===== config.mk =====
export PLATFORM = sky130hd
export DESIGN_NAME = seq_divider_flat
export DESIGN_NICKNAME = d
export VERILOG_FILES = /design/src/rtl/seq_divider_pkg.sv /design/src/rtl/seq_divider_if.sv /design/src/rtl/seq_divider_trial_sub.sv /design/src/rtl/seq_divider.sv /design/src/flat_wrapper.sv
export SDC_FILE = /design/constraint.sdc
export NUM_CORES = 1
export LEC_CHECK = 0
export CAP_MARGIN = 20
export CELL_PAD_IN_SITES_DETAIL_PLACEMENT = 1
export CELL_PAD_IN_SITES_GLOBAL_PLACEMENT = 1
export CORE_UTILIZATION = 40
export CTS_CLUSTER_DIAMETER = 80
export DETAILED_ROUTE_END_ITERATION = 10
export GPL_ROUTABILITY_DRIVEN = 0
export PLACE_DENSITY = 0.82
export SETUP_SLACK_MARGIN = 0.02
export SLEW_MARGIN = 20
export SYNTH_ARGS = -nofsm -noshare
export SYNTH_HDL_FRONTEND = slang
export SYNTH_HIERARCHICAL = 1
export SYNTH_SLANG_ARGS = --single-unit

===== constraint.sdc =====
create_clock -name clk -period 3.05 [get_ports clk]
set_clock_uncertainty 0.05 [all_clocks]
set_input_delay 0.4575 -clock clk [delete_from_list [all_inputs] [get_ports clk]]
set_output_delay 0.4575 -clock clk [all_outputs]
set_load 0.02 [all_outputs]

===== src/rtl/seq_divider_pkg.sv =====
// Shared types and constants for the sequential restoring divider.
// Optional build macro: SEQ_DIVIDER_SIGNED_EN (two's-complement operands).
package seq_divider_pkg;

    localparam int DEF_WIDTH = 4;
    localparam int MAX_WIDTH = 64;

    // Divide-by-zero quotient; sliced down to the instance width.
    localparam logic [MAX_WIDTH-1:0] DBZ_QUOTIENT = '1;

    typedef enum logic [1:0] {
        IDLE = 2'd0,
        RUN  = 2'd1,
        FIN  = 2'd2
    } state_e;

endpackage


===== src/rtl/seq_divider_if.sv =====
// Start/done handshake and operand/result bus between a controlling FSM and the divider.
interface seq_divider_if
    import seq_divider_pkg::*;
#(
    parameter int WIDTH = DEF_WIDTH
);
    logic             start;
    logic [WIDTH-1:0] dividend;
    logic [WIDTH-1:0] divisor;
    logic             busy;
    logic             done;
    logic [WIDTH-1:0] quotient;
    logic [WIDTH-1:0] remainder;
    logic             div_by_zero;

    modport master (
        output start, dividend, divisor,
        input  busy, done, quotient, remainder, div_by_zero
    );

    modport slave (
        input  start, dividend, divisor,
        output busy, done, quotient, remainder, div_by_zero
    );
endinterface


===== src/rtl/seq_divider_trial_sub.sv =====
// Trial subtractor a - b as a full-adder ripple on ~b with carry-in 1.
// borrow is the inverted carry-out.
module div_trial_sub #(
    parameter int W = 5
) (
    input  logic [W-1:0] a,
    input  logic [W-1:0] b,
    output logic [W-1:0] diff,
    output logic         borrow
);
    logic [W:0]   c;
    logic [W-1:0] nb;

    assign c[0] = 1'b1;
    assign nb   = ~b;

    for (genvar i = 0; i < W; i++) begin : g_fa
        assign diff[i]  = a[i] ^ nb[i] ^ c[i];
        assign c[i+1]   = (a[i] & nb[i]) | (a[i] & c[i]) | (nb[i] & c[i]);
    end

    assign borrow = ~c[W];
endmodule


===== src/rtl/seq_divider.sv =====
// Multi-cycle restoring divider: one shift/trial-subtract per clock, start/done handshake.
// Optional build macro: SEQ_DIVIDER_SIGNED_EN (signed operands, sign fix-up at result load).
module seq_divider
    import seq_divider_pkg::*;
#(
    parameter int WIDTH = DEF_WIDTH
) (
    input  logic         clk,
    input  logic         rst_n,
    seq_divider_if.slave bus
);
    localparam int            CW   = $clog2(WIDTH) + 1;
    localparam logic [CW-1:0] LAST = CW'(WIDTH - 1);

    state_e           state, state_nxt;
    logic             accept;
    logic [CW-1:0]    cnt;
    logic [WIDTH-1:0] rem_q;
    logic [WIDTH-1:0] dvd_sh;
    logic [WIDTH-1:0] dvd_cap;
    logic [WIDTH-1:0] dvs;
    logic [WIDTH-1:0] q_acc;
    logic [WIDTH:0]   r_sh;
    logic [WIDTH:0]   diff;
    logic             borrow;
    logic [WIDTH-1:0] q_res, r_res;
    logic [WIDTH-1:0] q_out, r_out;
    logic             dbz_out, done_out;

`ifdef SEQ_DIVIDER_SIGNED_EN
    logic q_neg, r_neg;

    function automatic logic [WIDTH-1:0] mag(input logic [WIDTH-1:0] v);
        return v[WIDTH-1] ? (~v + WIDTH'(1)) : v;
    endfunction
`endif

    // Restored remainder is always below the divisor, so its top bit is
    // implicitly zero and only WIDTH bits are kept between iterations.
    assign r_sh = {rem_q, dvd_sh[WIDTH-1]};

    div_trial_sub #(.W(WIDTH + 1)) u_trial (
        .a      (r_sh),
        .b      ({1'b0, dvs}),
        .diff   (diff),
        .borrow (borrow)
    );

    always_ff @(posedge clk) begin
        if (!rst_n) state <= IDLE;
        else        state <= state_nxt;
    end

    always_comb begin
        state_nxt = state;
        accept    = 1'b0;
        unique case (state)
            IDLE, FIN: begin
                state_nxt = IDLE;
                if (bus.start) begin
                    accept    = 1'b1;
                    state_nxt = (bus.divisor == '0) ? FIN : RUN;
                end
            end
            RUN:     if (cnt == LAST) state_nxt = FIN;
            default: state_nxt = IDLE;
        endcase
    end

    always_comb begin
        q_res = q_acc;
        r_res = rem_q;
`ifdef SEQ_DIVIDER_SIGNED_EN
        if (q_neg) q_res = ~q_acc + WIDTH'(1);
        if (r_neg) r_res = ~rem_q + WIDTH'(1);
`endif
    end

    always_ff @(posedge clk) begin
        if (!rst_n) begin
            cnt      <= '0;
            rem_q    <= '0;
            dvd_sh   <= '0;
            dvd_cap  <= '0;
            dvs      <= '0;
            q_acc    <= '0;
            q_out    <= '0;
            r_out    <= '0;
            dbz_out  <= 1'b0;
            done_out <= 1'b0;
`ifdef SEQ_DIVIDER_SIGNED_EN
            q_neg    <= 1'b0;
            r_neg    <= 1'b0;
`endif
        end else begin
            done_out <= 1'b0;
            // Results of the finishing op load on the same edge that may
            // accept the next op, which gives back-to-back throughput.
            if (state == FIN) begin
                done_out <= 1'b1;
                if (dvs == '0) begin
                    q_out   <= DBZ_QUOTIENT[WIDTH-1:0];
                    r_out   <= dvd_cap;
                    dbz_out <= 1'b1;
                end else begin
                    q_out   <= q_res;
                    r_out   <= r_res;
                    dbz_out <= 1'b0;
                end
            end
            if (accept) begin
                cnt     <= '0;
                rem_q   <= '0;
                q_acc   <= '0;
                dvd_cap <= bus.dividend;
`ifdef SEQ_DIVIDER_SIGNED_EN
                dvd_sh  <= mag(bus.dividend);
                dvs     <= mag(bus.divisor);
                q_neg   <= bus.dividend[WIDTH-1] ^ bus.divisor[WIDTH-1];
                r_neg   <= bus.dividend[WIDTH-1];
`else
                dvd_sh  <= bus.dividend;
                dvs     <= bus.divisor;
`endif
            end else if (state == RUN) begin
                rem_q  <= borrow ? r_sh[WIDTH-1:0] : diff[WIDTH-1:0];
                q_acc  <= {q_acc[WIDTH-2:0], ~borrow};
                dvd_sh <= {dvd_sh[WIDTH-2:0], 1'b0};
                cnt    <= cnt + CW'(1);
            end
        end
    end

    // A successful trial never leaves a difference at or above 2^WIDTH.
    always_ff @(posedge clk) begin
        if (rst_n && state == RUN) assert (borrow || !diff[WIDTH]);
    end

    assign bus.busy        = (state == RUN);
    assign bus.done        = done_out;
    assign bus.quotient    = q_out;
    assign bus.remainder   = r_out;
    assign bus.div_by_zero = dbz_out;
endmodule


===== src/flat_wrapper.sv =====
// flat-port wrapper written by rule: the top's interface ports become plain ports
module seq_divider_flat import seq_divider_pkg::*;
#(
    parameter int WIDTH = DEF_WIDTH
)
  (clk, rst_n, bus_start, bus_dividend, bus_divisor, bus_busy, bus_done, bus_quotient, bus_remainder, bus_div_by_zero);
  seq_divider_if #(.WIDTH(WIDTH)) bus_i ();
  input  logic clk;
  input  logic rst_n;
  input wire logic [$bits(bus_i.start)-1:0] bus_start;
  input wire logic [$bits(bus_i.dividend)-1:0] bus_dividend;
  input wire logic [$bits(bus_i.divisor)-1:0] bus_divisor;
  output wire logic [$bits(bus_i.busy)-1:0] bus_busy;
  output wire logic [$bits(bus_i.done)-1:0] bus_done;
  output wire logic [$bits(bus_i.quotient)-1:0] bus_quotient;
  output wire logic [$bits(bus_i.remainder)-1:0] bus_remainder;
  output wire logic [$bits(bus_i.div_by_zero)-1:0] bus_div_by_zero;
  assign bus_i.start = bus_start;
  assign bus_i.dividend = bus_dividend;
  assign bus_i.divisor = bus_divisor;
  assign bus_busy = bus_i.busy;
  assign bus_done = bus_i.done;
  assign bus_quotient = bus_i.quotient;
  assign bus_remainder = bus_i.remainder;
  assign bus_div_by_zero = bus_i.div_by_zero;
  seq_divider #(.WIDTH(WIDTH)) u_core (.clk(clk), .rst_n(rst_n), .bus(bus_i));
endmodule

==> flow_summary.ini <==
[min_path]
holdCritPathClass = flop to flop

[power_and_ir_drop]
power_density_nw_per_um2 = 598.3
cellLeakagePower_nw = 0.7460
finalPower_mw = 1.132
vdd_ir_drop_max_mv = 0.3639

[critical_path]
cp.arrival_ns = 3.01
worstSetupEndpointType = flop
cp.required_ns = 3.20
path_max_fanout = 5
crit_chain = inv_1, ha_1, fa_1, fa_1, fa_1, fa_1, mux2i_1, a211oi_1
crit_slowest_cell = fa_1
crit_type = flop to flop
path_common_cell = fa_1
rrSetupSlack_ns = 0.20
critPathMaxStageDelay_ns = 0.53
cp-start-kind = flop

[floorplan]
ioPinCount = 22
die_h_um = 63.50
dieArea_um2 = 4032
rows = 21
core-area_um2 = 3468
die_w_um = 63.50
start_util_pct = 43.61

[placed_design]
dp_slack_ns = 0.1947
portBuffers = 21
place_hpwl_mm = 2.636
dpl_cell_area_um2 = 1757
dp.cells = 230

[cells_and_area]
final_cell_area_um2 = 1892
area_growth_pct = 25.06
nNetsFinal = 209
final_cells = 238
drive_gt1_share_pct = 6.250
register_area_um2 = 700.7
nFillCells = 420
num_antenna_cells = 0
multi_input_area_um2 = 723.2

[global_routing]
gr-usage-all-layers_pct = 20.31
antenna_found_initial = 0
grt_pass1_vias = 1283
grt_max_degree = 22
grt_pass1_wl_mm = 6.058
grt-ovfl-total = 0

[timing]
finalSetupViolCount = 0
fin_ws_ns = 0.1975
period_share_pct = 93.52
hold_viol = 0
fmax_mhz = 350.6
relSlewSlack_pct = 51.84
period_minus_slack_ns = 2.852
drv_slew = 0
tns_ns = 0
rsz0062_at_grt = false
tightest_slew_ns = 0.7170

[clock_tree]
clock_sinks = 35
ctsHoldBuffers = 0
clk_pin_slew_worst_paths_ns = 0.07
post_cts_buffers = 0
cts_buffer_depth = 2
cts_tree = yes
cts-buffers-inserted = 5
insertion_delay_ns = 0.29
cts_root_buf = clkbuf_8
ctsResizeCount = 0
h-tree-depth = 2

[synthesis]
yosysWarnings = 6
syn_avg_cell_area_um2 = 8.846
postSynthCellCount = 171
syn-num-nets = 189
mappedNetlistArea_um2 = 1513

[routing]
dr.pass1.iters = 4
route.met2.wl_mm = 1.920
drc = 0
drt-initial-drc-count = 59
viasPerCell = 5.088
wire_per_inst_um = 15.09
route.met3.wl_um = 118
postRouteAntennaNets = 0
routed_wl_mm = 3.591
wl_met1_mm = 1.497
top_layer = met4
via_count = 1211

[outcome]
run_status = completed

[flow_run]
cap_violations = 0
-- critical path: cells and delay by family, from the launching register on --
family	cells	cell delay (ns)
flip-flops	1	0.35
buffers and inverters	1	0.05
adder cells (fa/ha/maj)	5	1.93
AO/OA/AOI/OAI	1	0.23
multiplexers	1	0.17
-- cell type report --
| cell class | instances | area share (%) |
|---|---|---|
| Timing Repair Buffer | 24 | 12.30 |
| Inverter | 12 | 2.381 |
| Clock inverter | 2 | 3.175 |
| Sequential cell | 35 | 37.04 |
| Tap cell | 46 | 3.042 |
| Multi-Input combinational cell | 113 | 38.23 |
| Clock buffer | 6 | 3.836 |
-- worst paths after layout --
kind | endpoint | depth (start not counted) | from
worst max-delay path | u_core/r_res[3]$_SDFFE_PP0P_ | 8 | u_core/dvd_sh[3]$_SDFFE_PN0P_
worst min-delay path | u_core/cnt[1]$_SDFFE_PP0P_ | 2 | u_core/cnt[1]$_SDFFE_PP0P_
worst max register to register | u_core/r_res[3]$_SDFFE_PP0P_ | 8 | u_core/dvd_sh[3]$_SDFFE_PN0P_
worst min register to register | u_core/cnt[1]$_SDFFE_PP0P_ | 2 | u_core/cnt[1]$_SDFFE_PP0P_
-- through the flow --
step	hold slack [ns]	util (%)
6_report	0.4210	54.55
5_1_grt	0.4435	54.55
4_1_cts	0.4286	54.47
3_5_place_dp	0.4151	50.65
3_3_place_gp	0.3963	50.65
2_1_floorplan	0.3867	-
-- where the power goes --
part	leakage, nW	switching [mW]	internal, mW
clock	0.0654	0.168	0.327
sequential	0.285	0.0177	0.476
combinational	0.396	0.0801	0.0636
total	0.746	0.266	0.866
-- placed cells by master, fill, tap and decap left out, types with 2 or more instances in the layout --
cell type and instances:
a211oi_1 6, a21boi_0 8, a21oi_1 12, a31oi_1 3, and2_1 3, buf_4 3
bufinv_16 2, clkbuf_8 5, clkdlybuf4s50_1 21, dfxtp_1 35, fa_1 4, ha_1 3
inv_1 12, mux2i_1 10, nand2_1 28, nand2b_1 2, nand3_1 4, nor2_1 12
nor2b_1 2, o21ai_0 9
-- state kept, by name, summed over array words and instances (netlist names) --
signal / cells
u_core/q_acc: 4
u_core/state: 2
u_core/bus.remainder: 4
u_core/bus.quotient: 4
u_core/dvd_sh: 4
u_core/cnt: 3
u_core/dvd_cap: 4
u_core/r_res: 4
u_core/bus.done: 1
u_core/dvs: 4
u_core/bus.div_by_zero: 1
-- routing by layer --
metal,up-vias,GRT usage [%]
met5,-,0
li1,607,-
met4,0,6.818
met3,6,5.978
met1,580,21.31
met2,18,37.90
Power figures use the tool's default switching activity.
